==> src/rtl/tt_pin_host.sv <==
// -----------------------------------------------------------------------------
// tt_pin_host
//
// Host-side bridge that carries one register command to a pin-limited chip.
// Each command is a header byte {write, addr[6:0]} and then a data byte. Both
// bytes are sent with a 4-phase req/ack handshake on pin_req/pin_ack. On a
// read, the byte the chip drives on pin_rdata is captured while the data-phase
// ack is high. The block aborts with an error response if the chip stays in
// any ack-wait state for TIMEOUT cycles.
//
// Parameters
//   TIMEOUT      cycles allowed in each ack-wait state before abort (1..65535)
//   SYNC_STAGES  flop count of the pin_ack synchronizer (2..3)
//
// Ports
//   clk, rst_n            single rising-edge clock, async active-low reset
//   cmd_valid/cmd_ready   command handshake, accepted when both are high
//   cmd_write/addr/wdata  command fields, registered at acceptance
//   rsp_valid             one-cycle completion pulse
//   rsp_rdata/rsp_error   response payload, zero whenever rsp_valid is low
//   pin_data/pin_req      byte and request driven to the chip
//   pin_ack/pin_rdata     acknowledge (asynchronous) and read byte from chip
// -----------------------------------------------------------------------------
module tt_pin_host #(
  parameter int unsigned TIMEOUT     = 255,
  parameter int unsigned SYNC_STAGES = 2
) (
  input  logic       clk,
  input  logic       rst_n,
  input  logic       cmd_valid,
  output logic       cmd_ready,
  input  logic       cmd_write,
  input  logic [6:0] cmd_addr,
  input  logic [7:0] cmd_wdata,
  output logic       rsp_valid,
  output logic [7:0] rsp_rdata,
  output logic       rsp_error,
  output logic [7:0] pin_data,
  output logic       pin_req,
  input  logic       pin_ack,
  input  logic [7:0] pin_rdata
);

  typedef enum logic [2:0] {
    IDLE,
    HDR_REQ,
    HDR_REL,
    DAT_REQ,
    DAT_REL,
    ABORT,
    RSP
  } state_t;

  // The wait in cycle k of a wait state sees cnt == k-1, so the abort decision
  // is taken at the end of cycle TIMEOUT.
  localparam logic [15:0] CNT_LAST = 16'(TIMEOUT - 1);

  state_t                  state;
  state_t                  state_nxt;
  logic [SYNC_STAGES-1:0]  ack_sync;
  logic                    ack_s;
  logic [15:0]             cnt;
  logic                    expired;
  logic                    accept;

  logic                    wr_q;
  logic [6:0]              addr_q;
  logic [7:0]              wdata_q;
  logic [7:0]              rd_q;

  // Command fields as they will be after this edge; lets the registered pin
  // outputs show the new header in the very first HDR_REQ cycle.
  logic                    wr_n;
  logic [6:0]              addr_n;
  logic [7:0]              wdata_n;

  logic [7:0]              pin_data_nxt;
  logic                    wait_nxt;

  assign ack_s   = ack_sync[SYNC_STAGES-1];
  assign expired = (cnt == CNT_LAST);
  assign accept  = cmd_valid & cmd_ready;

  assign wr_n    = accept ? cmd_write : wr_q;
  assign addr_n  = accept ? cmd_addr  : addr_q;
  assign wdata_n = accept ? cmd_wdata : wdata_q;

  // ---------------------------------------------------------------------------
  // Next-state logic. The awaited ack level is tested before the timeout so an
  // ack arriving on the last allowed cycle completes normally.
  // ---------------------------------------------------------------------------
  always_comb begin
    // NOTE: every combinational output gets a default first so no path through
    // the case statement leaves it unassigned and infers a latch.
    state_nxt    = state;
    pin_data_nxt = 8'h00;

    unique case (state)
      IDLE:    if (accept)  state_nxt = HDR_REQ;
      HDR_REQ: if (ack_s)   state_nxt = HDR_REL;
               else if (expired) state_nxt = ABORT;
      HDR_REL: if (!ack_s)  state_nxt = DAT_REQ;
               else if (expired) state_nxt = ABORT;
      DAT_REQ: if (ack_s)   state_nxt = DAT_REL;
               else if (expired) state_nxt = ABORT;
      DAT_REL: if (!ack_s)  state_nxt = RSP;
               else if (expired) state_nxt = ABORT;
      ABORT:   if (!ack_s)  state_nxt = RSP;
      RSP:                  state_nxt = IDLE;
      default:              state_nxt = IDLE;
    endcase

    unique case (state_nxt)
      HDR_REQ, HDR_REL: pin_data_nxt = {wr_n, addr_n};
      DAT_REQ, DAT_REL: pin_data_nxt = wr_n ? wdata_n : 8'h00;
      default:          pin_data_nxt = 8'h00;
    endcase
  end

  assign wait_nxt = (state_nxt == HDR_REQ) || (state_nxt == HDR_REL) ||
                    (state_nxt == DAT_REQ) || (state_nxt == DAT_REL);

  // ---------------------------------------------------------------------------
  // State, counter, synchronizer, command fields and registered outputs.
  // ---------------------------------------------------------------------------
  // NOTE: every flop here, including the data-path registers, takes the async
  // reset so a mid-transaction reset leaves no stale byte behind.
  always_ff @(posedge clk or negedge rst_n) begin
    if (!rst_n) begin
      state     <= IDLE;
      ack_sync  <= '0;
      cnt       <= '0;
      wr_q      <= 1'b0;
      addr_q    <= '0;
      wdata_q   <= '0;
      rd_q      <= '0;
      cmd_ready <= 1'b0;
      pin_req   <= 1'b0;
      pin_data  <= '0;
      rsp_valid <= 1'b0;
      rsp_error <= 1'b0;
      rsp_rdata <= '0;
    end else begin
      // NOTE: non-blocking assignments so every flop samples pre-edge values.
      state    <= state_nxt;
      ack_sync <= {ack_sync[SYNC_STAGES-2:0], pin_ack};

      if (state_nxt != state && wait_nxt) cnt <= '0;
      else if (wait_nxt)                  cnt <= cnt + 16'd1;
      else                                cnt <= '0;

      if (accept) begin
        wr_q    <= cmd_write;
        addr_q  <= cmd_addr;
        wdata_q <= cmd_wdata;
        rd_q    <= '0;
      end else if (state == DAT_REQ && ack_s && !wr_q) begin
        rd_q <= pin_rdata;
      end

      cmd_ready <= (state_nxt == IDLE);
      pin_req   <= (state_nxt == HDR_REQ) || (state_nxt == DAT_REQ);
      pin_data  <= pin_data_nxt;
      rsp_valid <= (state_nxt == RSP);
      // RSP is reached either from ABORT (error) or from DAT_REL (success).
      rsp_error <= (state_nxt == RSP) && (state == ABORT);
      rsp_rdata <= ((state_nxt == RSP) && (state == DAT_REL) && !wr_q) ? rd_q : 8'h00;
    end
  end

endmodule

==> config.mk <==
export PLATFORM = sky130hd
export DESIGN_NAME = tt_pin_host
export DESIGN_NICKNAME = d
export VERILOG_FILES = /design/src/rtl/tt_pin_host.sv
export SDC_FILE = /design/constraint.sdc
export NUM_CORES = 1
export LEC_CHECK = 0
export ABC_CLOCK_PERIOD_IN_PS = 2500
export CORE_ASPECT_RATIO = 1.1
export CORE_UTILIZATION = 50
export DETAILED_ROUTE_END_ITERATION = 7
export PLACE_DENSITY = 0.82
export SETUP_SLACK_MARGIN = 0.2
export SLEW_MARGIN = 20
export SYNTH_ARGS = -nofsm -noshare
export SYNTH_HDL_FRONTEND = slang
export SYNTH_SLANG_ARGS = --single-unit
==> constraint.sdc <==
create_clock -name clk -period 2.5 [get_ports clk]
set_input_delay 0.375 -clock clk [delete_from_list [all_inputs] [get_ports clk]]
set_output_delay 0.375 -clock clk [all_outputs]
set_load 0.02 [all_outputs]
* Word level (Yosys, flattened, before mapping) *
Index checks and enable logic that the tools add are counted.

storage, ports and cells
  word-level logic and storage cells = 61
  output and inout bits = 20
  bits of input ports = 28
  register bits after elaboration = 65

cells by class
  mux-type cells = 18
  equal/unequal tests = 12
  add/sub/neg operators = 1
  reductions and logical operators = 16
  bitwise gates (word level) = 1

operator list
  cell                                                              number
  8-bit 2-to-1 mux                                                  5
  16-bit 2-to-1 mux                                                 2
  3-bit 2-to-1 mux                                                  7
  3-bit case mux with 6 select lines                                1
  16-bit by 1-bit adder with 16-bit output, second input constant   1
  16-bit by 8-bit == test with 1-bit output, second input constant  1
  8-bit case mux with 2 select lines                                1
  3-bit by 2-bit == test with 1-bit output, second input constant   4
  3-bit == test, second input constant                              4
  7-bit 2-to-1 mux                                                  1
  3-bit by 1-bit == test with 1-bit output, second input constant   2
  1-bit logical AND                                                 6
  3-bit zero test                                                   2
  1-bit logical OR                                                  4
  2-bit OR reduction                                                2
  3-bit != test                                                     1
  2-bit nonzero test                                                1
  1-bit bitwise AND                                                 1
  1-bit zero test                                                   1
  1-bit 2-to-1 mux                                                  1

* Longest topological paths before layout *
Gate-level depths: netlist of the first run.

  word-level depth = 10
  gate-level depth with buffers = 8
  mapped depth without buffers = 7

* Least setup slack after synthesis of the first run *
OpenSTA, ideal clock, no wires.

  kind = reg2reg
  start = register cnt[12]
  end = register state[1]
  cell stages (with the launch flop) = 6
  library setup time = 126 ps
  period minus slack after synthesis = 2,175 ps
  data required time = 2,374 ps
  arrival time = 2,049 ps
  path slack = 325 ps
  path buffers = 0
  path through = dfrtp_1 > or4_4 > nor4_4 > a21oi_1 > or2_1 > a311o_1

between the ends
  word-level cells in the longest chain between the ends = 4
  elaborated cells on any way between the ends = 7
  classes of those cells = eq/ne (1); mux (6)

RTL lines
  element                                        RTL line  text
  from (decl)                                    62        logic [15:0] cnt;
  from (signal assigned)                         149       else if (wait_nxt) cnt <= cnt + 16'd1;
  16-bit by 8-bit == test with 1-bit output (*)  81        assign expired = (cnt == CNT_LAST);
  3-bit 2-to-1 mux (*)                           -
  3-bit 2-to-1 mux (on tied branches)            -
  3-bit case mux with 6 select lines (*)         98        unique case (state)
  named net state_nxt[1]                         59        state_t state_nxt;
  to (signal assigned)                           145       state <= state_nxt;
  to (decl)                                      58        state_t state;

The timed path passes the listed nets; every way through them passes the cells marked *.
A chain may end at the register's enable or synchronous reset.

* Worst setup path after layout of the first run *
Same ends and word-level chain as after synthesis.

==> metrics list, run 1 <==
- Critical setup path kind: flop to flop
* PostCTS Resize Cnt: 0
- The H-tree was split into 3 levels.
- Synthesized area per cell: about 11 µm²
- Worst hold path type: primary input to asynchronous set/reset pin
- Total standard cell area after synthesis: 0.002789 mm²
- Hold-fix buffer count after cts: 0
- Count of routing violations after the opening detailed-route iteration: 94
* Total power: 3.332 mW
- Leaving out fill and tap cells, the most frequent cell in the layout is sky130_fd_sc_hd__dfrtp_1.
* Leading post-synthesis cells by cell area: sky130_fd_sc_hd__dfrtp_1 58%, sky130_fd_sc_hd__nand2_1 5.9%, sky130_fd_sc_hd__mux2i_1 5.4%
- The biggest area contributor in the post-synthesis netlist is sky130_fd_sc_hd__dfrtp_1.
- CP Data Arrival Time: about 2.4 ns
- After synthesis, the netlist uses 40 different library cells.
* Count of state elements after synthesis: between 60 and 70
- Routability-driven placement finished with a final weighted congestion of 0.8268.
* Final number of hold-violating endpoints: 0
* Vias in the first global route: 1909
- P per Cell Area: 949.5 mW/mm²
- The initial utilization of the core area, before any placement, comes to 52.03%.
- Global-route wire length before repair: 8680 µm
- Wire length reported by the detailed router: 5311 µm
* Max Cap Viol: 0
- Total GRT Usage: 20.18%
* Largest net degree at the start of global routing: 33
- The critical path starts at cnt[12]$_DFF_PN0_.
- Worst-margin pin slew: 0.7163 ns
* Site row count: 28
- Highest clock rate: 450.6 MHz
* Clock root buffer master: sky130_fd_sc_hd__clkbuf_8
* Synth Warn #: 0
- Antenna Violating Nets Remaining: 0
- Power share of the combinational group: about a third
* Fin Setup TNS: 0 ns
- Vertical die dimension: 80.33 µm
* Synth async-reset ratio: 100.0%
* Sequential power share: 44.5%
- Start of the worst register-to-register path: cnt[12]$_DFF_PN0_
- The tightest hold path in the finished design has a slack of approximately 0.095 ns.
- From synthesis to final layout, the design area changed by 25.84%.
- Placed wire-length estimate after detailed placement: around 3600 µm
- Total nets after synthesis: 290
- Clock latency on the worst-skew pair: 0.33 ns
* Average vias per placed instance: 5.078
* Leakage power: 1.572 nW
* Overflow after GRT: 0
- The smallest clock period supported by the final layout is computed as 2.220 ns.
- Final clock period utilization by the worst path: 88.78%
* Horizontal die dimension: approximately 73 µm
- Setup violations remaining at the end of the flow were counted as 0.
* Crit start category: flop
* Inserted Clock Buffers: 9
- Synthesis handed over a netlist of 260 instances.
- The detailed router placed 2016 vias in this run.
* Largest clock skew in the final design: 0.005002 ns
- ANT cells: 0
- In the layout the commonest cells are 65 x sky130_fd_sc_hd__dfrtp_1, 46 x sky130_fd_sc_hd__clkdlybuf4s50_1, 44 x sky130_fd_sc_hd__nand2_1.
- Critical path data required time: 2.72 ns
* Die ar.: just under 0.006 mm²
- After routing the design area is 0.003510 mm².
- Number of iterations in the first detailed-routing pass: 6
- Switching pwr: 1.156 mW
- Before CTS, the worst setup slack after placement is 0.1020 ns.
- Worst-case clock buffer depth: 2
* Placeable core region: 0.005360 mm²
- Clock network fraction of total power: between 20% and 30%
* Critical Path End Type: flop
* Number of antenna violations at the first check in global routing: 0
- Normalized max-slew margin: 52.25%
* Switching Fraction: between 30% and 40%
- The final layout contains 347 nets.
- Count of pins on the block boundary: 48
* CTS tree: yes
* Clk sink count: 65
* Final slew viol count: 0
- Internal Dissipation: 2.176 mW
- Top_reg_cell synth: sky130_fd_sc_hd__dfrtp_1
- Portion of the post-synthesis area used by sequential elements: 58.32%
- DP Area: 0.003314 mm²
- Setup slack on the critical path of the routed design comes to 0.2805 ns.
- For this run, design rule violations remaining after detail routing come to 0.
- In the final routed layout, each cell accounts on average for 13.38 µm.
- In this run, synthesis inferred 0 flip-flops with an integrated enable.
* Maximum fanout count along the critical path: 9
- Share of post-route cells with drive strength above 1: 10.25%
* Register clock-pin slew on the reported worst setup and hold paths: 0.07 ns
- During placement, the flow inserted port buffers numbering 47.
- Peak ir drop on the vdd network: 0.4717 mV
- The top cell type by area accounts for around three fifths of the synthesized area.
- Run status: finished, final reports clean
- Unrepaired setup endpoints after global routing: no
[cell type report]
cell class / instances / area [µm²]
inverter: 12 / 45.04
timing repair buffer: 56 / 533.0
tap: 75 / 93.84
multi-input combinational: 173 / 1039
clock buffer: 11 / 141.4
clock inverter: 5 / 31.28
fill: 431 / 1851
sequential: 65 / 1627
[worst paths after layout]
kind | slack, ns | cells after the start | end
max in group asynchronous | 1.61 | 2 | cnt[7]$_DFF_PN0_
max reg2reg | 0.28 | 6 | state[1]$_DFF_PN0_
min in group clk | 0.35 | 0 | ack_sync[1]$_DFF_PN0_
max | 0.28 | 6 | state[1]$_DFF_PN0_
min reg2reg | 0.35 | 0 | ack_sync[1]$_DFF_PN0_
min | 0.1 | 1 | addr_q[4]$_DFF_PN0_
[metrics by stage]
stage               util [%]  std cells
finish                 65.48        397
global route           65.48        397
CTS                    65.34        396
detailed placement     61.83        378
global placement       61.83        378
floorplan                  -        260
[power by group through the flow]
stage	clock network [mW]	registers (mW)	logic, mW
final	0.773	1.48	1.08
after global routing	0.841	1.51	1.19
after CTS	0.790	1.48	1.09
after detailed placement	0	1.50	1.05
after global placement	0	1.49	1.01
after floorplan	0	1.51	0.721
[sequential cells by signal, summed over array words and instances (netlist names), 2 cells and up]
name	cells
cnt	16
pin_data	8
rd_q	8
rsp_rdata	8
wdata_q	8
addr_q	7
state	3
ack_sync	2
[critical path: stages, from the launching register on]
cell	delay [ns]
sky130_fd_sc_hd__dfrtp_1	0.42
sky130_fd_sc_hd__or4_4	0.56
sky130_fd_sc_hd__nor4_4	0.27
sky130_fd_sc_hd__buf_4	0.19
sky130_fd_sc_hd__a21oi_1	0.09
sky130_fd_sc_hd__or2_1	0.23
sky130_fd_sc_hd__a311o_1	0.34
[synthesized netlist by cell type, drive strengths merged, types with 3 or more instances]
master and instances:
nor2 32, o22ai 8, xnor2 8, o21ai 4, xor2 6, nand4 3
and2 9, nand3 8, mux2i 15, a21oi 3, and3 3, clkbuf 8
nand2 44, nor3 6, or2 3, inv 12, dfrtp 65
[repair_timing]
| item | CTS | global route |
|---|---|---|
| setup buffers | 2 | 1 |
| setup endpoints to repair | 9 | 9 |
| pin swaps | 2 | 1 |
[kinds of logic after synthesis]
kind of cell,Yosys count,share of synthesized area [%]
AND/OR/NAND/NOR,120,21.22
XOR/XNOR,14,4.397
AO/OA/AOI/OAI,22,5.339
adder cells (fa/ha/maj),2,0.8971
flip-flops,65,58.32
buffers and inverters,22,4.441
multiplexers,15,5.383
[routing by layer]
layer	up-vias	track usage (%)	share of wire, %
met4	0	10.59	1.7
met3	9	3.764	3.1
met1	993	25.15	44
met5	-	0	0
met2	40	33.15	51
li1	974	-	-
(Power assumes the default switching activity.)
==> run 2: changes to the inputs <==
--- a/config.mk
+++ b/config.mk
@@ -8,6 +8,7 @@
 export ABC_CLOCK_PERIOD_IN_PS = 2500
 export CORE_ASPECT_RATIO = 1.1
 export CORE_UTILIZATION = 50
+export CTS_CLUSTER_DIAMETER = 80
 export DETAILED_ROUTE_END_ITERATION = 7
 export PLACE_DENSITY = 0.82
 export SETUP_SLACK_MARGIN = 0.2
==> results of run 2 <==
Final layout, timing and power as in run 1 (identical DEF).
==> run 3: changes to the inputs <==
--- a/config.mk
+++ b/config.mk
@@ -5,7 +5,6 @@
 export SDC_FILE = /design/constraint.sdc
 export NUM_CORES = 1
 export LEC_CHECK = 0
-export ABC_CLOCK_PERIOD_IN_PS = 2500
 export CORE_ASPECT_RATIO = 1.1
 export CORE_UTILIZATION = 50
 export CTS_CLUSTER_DIAMETER = 80
==> results of run 3 <==
Final layout, timing and power as in run 1 (identical DEF).
